File: config.mk
export PLATFORM = sky130hd
export DESIGN_NAME = pc_write_controller_flat
export DESIGN_NICKNAME = d
export VERILOG_FILES = /design/src/rtl/pc_write_controller_if.sv /design/src/rtl/pc_write_controller.sv /design/src/flat_wrapper.sv
export SDC_FILE = /design/constraint.sdc
export NUM_CORES = 1
export LEC_CHECK = 0
export BUFFER_PORTS_ARGS = -buffer_cell sky130_fd_sc_hd__buf_4
export CORE_MARGIN = 8
export CORE_UTILIZATION = 55
export CTS_CLUSTER_SIZE = 30
export DETAILED_ROUTE_END_ITERATION = 12
export MAX_ROUTING_LAYER = met4
export PLACE_DENSITY_LB_ADDON = 0.3
export SYNTH_ARGS = -nofsm -noshare
export SYNTH_HDL_FRONTEND = slang
export SYNTH_SLANG_ARGS = --single-unit
export TNS_END_PERCENT = 50
File: constraint.sdc
create_clock -name Clk -period 7.3 [get_ports Clk]
set_input_delay 2.19 -clock Clk [delete_from_list [all_inputs] [get_ports Clk]]
set_output_delay 2.19 -clock Clk [all_outputs]
set_load 0.005 [all_outputs]
File: src/rtl/pc_write_controller_if.sv
// pc_write_controller_if: pipeline-facing signals of the PC write controller
interface pc_write_controller_if #(parameter int CNT_W = 16);
    logic [31:0]      PCResult;
    logic             IMemReady;
    logic             LoadUseHazard;
    logic             MemBranchTaken;
    logic [31:0]      MemBranchTarget;
    logic             MemJump;
    logic [31:0]      MemJumpTarget;
    logic             Halt;
    logic [31:0]      Address;
    logic             PCWrite;
    logic             IF_ID_Write;
    logic             IF_ID_Flush;
    logic             ID_EX_Flush;
    logic             EX_MEM_Flush;
    logic             Halted;
    logic [CNT_W-1:0] StallCycles;
    logic [CNT_W-1:0] FlushEvents;
    modport master (
        input  PCResult, IMemReady, LoadUseHazard, MemBranchTaken, MemBranchTarget,
               MemJump, MemJumpTarget, Halt,
        output Address, PCWrite, IF_ID_Write, IF_ID_Flush, ID_EX_Flush, EX_MEM_Flush,
               Halted, StallCycles, FlushEvents
    );
    modport slave (
        output PCResult, IMemReady, LoadUseHazard, MemBranchTaken, MemBranchTarget,
               MemJump, MemJumpTarget, Halt,
        input  Address, PCWrite, IF_ID_Write, IF_ID_Flush, ID_EX_Flush, EX_MEM_Flush,
               Halted, StallCycles, FlushEvents
    );
endinterface

File: src/rtl/pc_write_controller.sv
// pc_write_controller: next-PC selection, fetch stall/flush control and event counters
module pc_write_controller #(
    parameter logic [31:0] RESET_VECTOR = 32'h0000_0000,
    parameter int          CNT_W        = 16
) (
    input logic                    Clk,
    input logic                    Reset,
    pc_write_controller_if.master  bus
);
    typedef enum logic [1:0] {RUN, PEND, HALTED} state_t;
    state_t           state, state_nx;
    logic [31:0]      pend_tgt, address, target;
    logic             redirect, pc_write, if_id_write, if_id_flush, id_ex_flush, ex_mem_flush;
    logic             latch_tgt, flush_evt;
    logic [CNT_W-1:0] stall_cnt, flush_cnt;
    assign redirect = bus.MemJump | bus.MemBranchTaken;
    assign target   = bus.MemJump ? bus.MemJumpTarget : bus.MemBranchTarget;
    // Next-state and fetch controls; a redirect always outranks halt and stalls
    always_comb begin
        state_nx     = state;
        address      = bus.PCResult;
        pc_write     = 1'b0;
        if_id_write  = 1'b0;
        if_id_flush  = 1'b0;
        id_ex_flush  = 1'b0;
        ex_mem_flush = 1'b0;
        latch_tgt    = 1'b0;
        flush_evt    = 1'b0;
        if (Reset) begin
            state_nx     = RUN;
            address      = RESET_VECTOR;
            pc_write     = 1'b1;
            if_id_flush  = 1'b1;
            id_ex_flush  = 1'b1;
            ex_mem_flush = 1'b1;
        end else begin
            case (state)
                RUN, PEND: begin
                    if (redirect) begin
                        if_id_flush  = 1'b1;
                        id_ex_flush  = 1'b1;
                        ex_mem_flush = 1'b1;
                        flush_evt    = 1'b1;
                        pc_write     = bus.IMemReady;
                        address      = bus.IMemReady ? target : bus.PCResult;
                        latch_tgt    = !bus.IMemReady;
                        state_nx     = bus.IMemReady ? RUN : PEND;
                    end else if (state == PEND) begin
                        pc_write    = bus.IMemReady;
                        if_id_flush = bus.IMemReady;
                        address     = bus.IMemReady ? pend_tgt : bus.PCResult;
                        state_nx    = bus.IMemReady ? RUN : PEND;
                    end else if (bus.Halt) begin
                        if_id_flush = 1'b1;
                        id_ex_flush = 1'b1;
                        state_nx    = HALTED;
                    end else if (bus.IMemReady && bus.LoadUseHazard) begin
                        id_ex_flush = 1'b1;
                    end else if (bus.IMemReady) begin
                        address     = bus.PCResult + 32'd4;
                        pc_write    = 1'b1;
                        if_id_write = 1'b1;
                    end
                end
                default: if_id_flush = 1'b1;
            endcase
        end
    end
    // State register and the redirect target held across an instruction-memory wait
    always_ff @(posedge Clk) begin
        state    <= state_nx;
        pend_tgt <= Reset ? 32'h0 : latch_tgt ? target : pend_tgt;
    end
    // Saturating event counters; halted cycles are not counted as stalls
    always_ff @(posedge Clk) begin
        if (Reset) begin
            stall_cnt <= '0;
            flush_cnt <= '0;
        end else begin
            if (state != HALTED && !pc_write && stall_cnt != '1) stall_cnt <= stall_cnt + 1'b1;
            if (flush_evt && flush_cnt != '1) flush_cnt <= flush_cnt + 1'b1;
        end
    end
    assign bus.Address      = address;
    assign bus.PCWrite      = pc_write;
    assign bus.IF_ID_Write  = if_id_write;
    assign bus.IF_ID_Flush  = if_id_flush;
    assign bus.ID_EX_Flush  = id_ex_flush;
    assign bus.EX_MEM_Flush = ex_mem_flush;
    assign bus.Halted       = state == HALTED;
    assign bus.StallCycles  = stall_cnt;
    assign bus.FlushEvents  = flush_cnt;
endmodule

File: src/flat_wrapper.sv
// flat-port wrapper written by rule: the top's interface ports become plain ports
module pc_write_controller_flat 
#(
    parameter logic [31:0] RESET_VECTOR = 32'h0000_0000,
    parameter int          CNT_W        = 16
)
  (Clk, Reset, bus_PCResult, bus_IMemReady, bus_LoadUseHazard, bus_MemBranchTaken, bus_MemBranchTarget, bus_MemJump, bus_MemJumpTarget, bus_Halt, bus_Address, bus_PCWrite, bus_IF_ID_Write, bus_IF_ID_Flush, bus_ID_EX_Flush, bus_EX_MEM_Flush, bus_Halted, bus_StallCycles, bus_FlushEvents);
  pc_write_controller_if #(.CNT_W(CNT_W)) bus_i ();
  input logic Clk;
  input logic Reset;
  input wire logic [$bits(bus_i.PCResult)-1:0] bus_PCResult;
  input wire logic [$bits(bus_i.IMemReady)-1:0] bus_IMemReady;
  input wire logic [$bits(bus_i.LoadUseHazard)-1:0] bus_LoadUseHazard;
  input wire logic [$bits(bus_i.MemBranchTaken)-1:0] bus_MemBranchTaken;
  input wire logic [$bits(bus_i.MemBranchTarget)-1:0] bus_MemBranchTarget;
  input wire logic [$bits(bus_i.MemJump)-1:0] bus_MemJump;
  input wire logic [$bits(bus_i.MemJumpTarget)-1:0] bus_MemJumpTarget;
  input wire logic [$bits(bus_i.Halt)-1:0] bus_Halt;
  output wire logic [$bits(bus_i.Address)-1:0] bus_Address;
  output wire logic [$bits(bus_i.PCWrite)-1:0] bus_PCWrite;
  output wire logic [$bits(bus_i.IF_ID_Write)-1:0] bus_IF_ID_Write;
  output wire logic [$bits(bus_i.IF_ID_Flush)-1:0] bus_IF_ID_Flush;
  output wire logic [$bits(bus_i.ID_EX_Flush)-1:0] bus_ID_EX_Flush;
  output wire logic [$bits(bus_i.EX_MEM_Flush)-1:0] bus_EX_MEM_Flush;
  output wire logic [$bits(bus_i.Halted)-1:0] bus_Halted;
  output wire logic [$bits(bus_i.StallCycles)-1:0] bus_StallCycles;
  output wire logic [$bits(bus_i.FlushEvents)-1:0] bus_FlushEvents;
  assign bus_i.PCResult = bus_PCResult;
  assign bus_i.IMemReady = bus_IMemReady;
  assign bus_i.LoadUseHazard = bus_LoadUseHazard;
  assign bus_i.MemBranchTaken = bus_MemBranchTaken;
  assign bus_i.MemBranchTarget = bus_MemBranchTarget;
  assign bus_i.MemJump = bus_MemJump;
  assign bus_i.MemJumpTarget = bus_MemJumpTarget;
  assign bus_i.Halt = bus_Halt;
  assign bus_Address = bus_i.Address;
  assign bus_PCWrite = bus_i.PCWrite;
  assign bus_IF_ID_Write = bus_i.IF_ID_Write;
  assign bus_IF_ID_Flush = bus_i.IF_ID_Flush;
  assign bus_ID_EX_Flush = bus_i.ID_EX_Flush;
  assign bus_EX_MEM_Flush = bus_i.EX_MEM_Flush;
  assign bus_Halted = bus_i.Halted;
  assign bus_StallCycles = bus_i.StallCycles;
  assign bus_FlushEvents = bus_i.FlushEvents;
  pc_write_controller #(.RESET_VECTOR(RESET_VECTOR), .CNT_W(CNT_W)) u_core (.Clk(Clk), .Reset(Reset), .bus(bus_i));
endmodule
======== Word level (Yosys, flattened, before mapping) ========
Cells that the tools add are included.
storage, ports and cells
  output and inout bits ................... 70
  word-level logic and storage cells ...... 66
  register bits after elaboration ......... 66
  bits of input ports ..................... 103
cells by class
  mux-type cells .......................... 43
  add/sub/neg operators ................... 3
  bitwise gates (word level) .............. 1
  reduce and logical (&&, ||, !) cells .... 10
  eq/ne operators ......................... 5
operators by type and width
  operator               number
  $mux 32                10
  $add 16x1->16 const B  2
  $add 32x3->32 const B  1
  $ne 16x16->1 const B   2
  $mux 1                 30
  $mux 2                 3
  $logic_and 1x1->1      4
  $reduce_bool 3->1      1
  $eq 2x1->1 const B     1
  $eq 2x2->1 const B     1
  $logic_not 1->1        2
  $logic_not 2->1        1
  $ne 2x2->1 const B     1
  $reduce_and 2->1       1
  $reduce_or 2->1        1
  $or 1x1->1             1

======== Logic depth before layout (Yosys ltp) ========
  depth in word-level cells ............... 10
  gate-level depth with buffers ........... 9
  mapped depth without buffers ............ 6

======== Least setup slack after synthesis ========
No wires, ideal clock.
  kind .................................... input-to-output
  start ................................... input port bus_PCResult[2]
  end ..................................... output port bus_Address[30]
  setup slack ............................. 1153 ps
  path buffers ............................ 0
  data arrival time ....................... 3957 ps
  cell stages on the path ................. 6
  data required time ...................... 5110 ps
  cell sequence ........................... ha_1 > nand4bb_1 > or4_1 > nor3_1 > a311oi_1 > a211oi_1
between the ends
  word-level cells in the longest chain between the ends .. 8
RTL lines
  what             line                       RTL
  start, declared  flat_wrapper.sv:11         input wire logic [$bits(bus_i.PCResult)-1:0] bus_PCResult;
  $add 32x3->32    pc_write_controller.sv:60  address = bus.PCResult + 32'd4;
  $mux 32          pc_write_controller.sv:59  end else if (bus.IMemReady) begin
  $mux 32          pc_write_controller.sv:57  end else if (bus.IMemReady && bus.LoadUseHazard) begin
  $mux 32          pc_write_controller.sv:53  end else if (bus.Halt) begin
  $mux 32          pc_write_controller.sv:48  end else if (state == PEND) begin
  $mux 32          pc_write_controller.sv:39  if (redirect) begin
  $mux 32          pc_write_controller.sv:37  case (state)
  $mux 32          pc_write_controller.sv:29  if (Reset) begin
  end, declared    flat_wrapper.sv:19         output wire logic [$bits(bus_i.Address)-1:0] bus_Address;
No other way between the ends.

======== Worst setup path in the final report ========
Same ends and word-level chain as after synthesis.

==> run summary <==
drt first pass iters: 6
largest net degree at the start of global routing: 59
Initial Util: 0.563
CP max FO: 6
RSZ-0062 raised after global routing: no
power per cell area: 150 nW/um2
IO Port Bufs: 172
worst vdd ir: 0.0000836 V
H-tree depth: 3
internal power: 0.654 mW
hold crit path type: reg2reg
Max Slew Vio Count: 0
yosys warns: 0
number of synthesized flops with an enable pin: 0
Tcrit/Tclk final: 0.939
required time worst endpoint: 5.11 ns
CTS tree: built
worst path arrival time: 4.66 ns
Mean Syn Cell Area: 7.76 um2
NetSw: 0.302 mW
sequential fraction of the synthesis area: 0.272
post_cts resized: 0
Crit Path Class: in2out
# DRC: 0
GP Congestion: 1.02
CTS Hold Bufs: 0
n_diodes: 0
Worst Max-Slew Pin Slew: 0.913 ns
register share of total power: 0.406
crit path from: bus_PCResult[2]
Synth Flop Type: dfxtp_1
die footprint: 12100 um2
initial antenna violation count: 0
r2r setup slk: 4.50 ns
Root Driver: clkbuf_8
worst-path cell chain: buf_4, ha_1, nand4bb_1, or4_1, nor3_1, a311oi_1, a211oi_1, buf_4
Logic pwr share: 0.255
routed len/inst: 20.0 um
Slowest-stage cell, CP: or4_1
Area contributors post-synth: dfxtp_1 (27%), mux2i_1 (8.4%), o21ai_0 (5.0%)
flops & latches, synth: 66
layout net count: 883
# IOs: 173
clock sinks: 66
reg-to-reg critical path endpoint: u_core.bus.StallCycles[13]$_SDFFE_PP0P_
leading cell types in the layout, fill and taps excluded: buf_4 (184), dfxtp_1 (66), o21ai_0 (49)
Final Hold Vio Count: 0
Clock Pin Slew Worst Setup and Hold Paths: 0.08 ns
Synth Net Count: 733
DR vias: 5851
Worst Hold Depth: 2
Worst path max stage delay: 0.73 ns
Sw Ratio: 0.316
Synth-to-Final Area Change: 31.1%
most used cell, CP: buf_4
Routed WL: 17.8 mm
Rows: 34
Clk Latency, worst-skew pair: 0.36 ns
clk_skew: 0.00916 ns
kind of cell adding the most delay to the critical path: simple AND/OR/NAND/NOR gates
initial detailed-routing violation count: 644
total track usage: 0.293
Max Cap Viol: 0
Crit path depth: 8
Layout Cells excl Fill: 890
final core utilization: 0.738
Final setup viols: 0
top cell type's share of synthesized area: 0.272
area leader, netlist: dfxtp_1
first-pass GRT wire length: 27.6 mm
Clock Path Buffers: 2
asr flop ratio synth: 0
R2R Path Start: u_core.state[1]$_SDFFE_PP0P_
Final min period: 6.85 ns
Netlist cell types: 65
Final TNS setup: 0 ns
# placed instances: 874
fmax: 0.146 GHz
core box area: 8640 um2
vias in the first global route: 5596
Netlist Area Pre-Place: 4860 um2
Leak: 2.70 nW
run status: finished clean
Num CTS Buffers: 9
crit start category: input port
Routed Antenna Nets: 0
Congestion Overflow GR: 0
most common cell after layout, fill and taps aside: buf_4
Buffers & Inverters on Critical Path: 2
drt via density: 6.57
r2r worst-path depth: 6
cells after synthesis: 627
kind of end point of the critical path: output port
hpwl dp: 13.4 mm
Hold WS: 0.479 ns
Post-CTS Setup Bufs: 0
chip width: 110 um
Max-slew headroom: 0.389
Die Y: 110 um
clock share of power: 0.338
crit path to: bus_Address[30]
layout cells sized above 1: 0.293
## metal layers
metal | share of wire | vias to the layer above | track usage
li1 | - | 2719 | -
met1 | 0.40 | 2688 | 0.365
met2 | 0.46 | 375 | 0.452
met3 | 0.11 | 69 | 0.0552
met4 | 0.037 | 0 | 0.126
met5 | 0 | - | -
## synthesized netlist by cell type (all sizes together) (9+ instances only)
library cell	n
mux2i	41
nor2	47
and4	9
buf	16
mux2	17
nand2	46
nand4	16
dfxtp	66
a21oi	39
o21ai	50
nor2b	13
nand3	44
inv	13
o221ai	9
a211oi	15
nor4	10
nor3	16
a2bb2oi	11
clkbuf	29
and3	12
## per-stage QoR
step	setup WS [ns]	instance area (um2)	total power, mW
CTS	0.552	6370	0.949
floorplan	1.15	4860	0.518
finish	0.448	6370	0.956
detailed placement	0.555	6170	0.635
global route	0.342	6370	0.996
global placement	0.639	6170	0.628
## registers in the layout, indices dropped and copies added (netlist names)
| register | count |
|---|---|
| u_core.bus.StallCycles | 16 |
| u_core.bus.FlushEvents | 16 |
| u_core.pend_tgt | 32 |
| u_core.state | 2 |
## power by group through the flow
stage | registers, mW | clock network [mW] | logic [mW]
6_report | 0.388 | 0.323 | 0.244
5_1_grt | 0.391 | 0.344 | 0.262
4_1_cts | 0.388 | 0.322 | 0.240
3_5_place_dp | 0.396 | 0 | 0.238
3_3_place_gp | 0.395 | 0 | 0.233
2_1_floorplan | 0.393 | 0 | 0.125
## how the worst min path moves through the flow
stage | startpoint | end
after CTS | u_core.pend_tgt[5]$_SDFFE_PP0P_ | u_core.pend_tgt[5]$_SDFFE_PP0P_
final | u_core.pend_tgt[27]$_SDFFE_PP0P_ | u_core.pend_tgt[27]$_SDFFE_PP0P_
after detailed placement | u_core.pend_tgt[5]$_SDFFE_PP0P_ | u_core.pend_tgt[5]$_SDFFE_PP0P_
after floorplan | u_core.pend_tgt[20]$_SDFFE_PP0P_ | u_core.pend_tgt[20]$_SDFFE_PP0P_
after global placement | u_core.pend_tgt[20]$_SDFFE_PP0P_ | u_core.pend_tgt[20]$_SDFFE_PP0P_
after global routing | u_core.pend_tgt[5]$_SDFFE_PP0P_ | u_core.pend_tgt[5]$_SDFFE_PP0P_
## worst reg2reg max path: stages, from the launching register on
cell     delay [ns]
dfxtp_1        0.30
buf_4          0.23
inv_1          0.51
nor2_1         0.15
or3_1          0.66
nor4b_1        0.47
mux2_2         0.37
## cell families (layout without fill, tap and decap cells)
group	after synthesis	after routing	synth area share
compound gates	190	190	0.269
flops	66	66	0.272
simple gates	246	246	0.266
mux	58	58	0.124
fa+ha+maj	3	3	0.00772
xor+xnor	5	5	0.00901
buf+inv	59	214	0.0535
## cell type report
type | count | area, um2
tap | 108 | 135
timing repair buffer | 184 | 1380
sequential | 66 | 1320
fill | 679 | 2260
inverter | 14 | 52.6
clock buffer | 9 | 124
multi-input combinational | 502 | 3280
clock inverter | 7 | 77.6
Note: power is estimated with default switching activity, not from simulation.
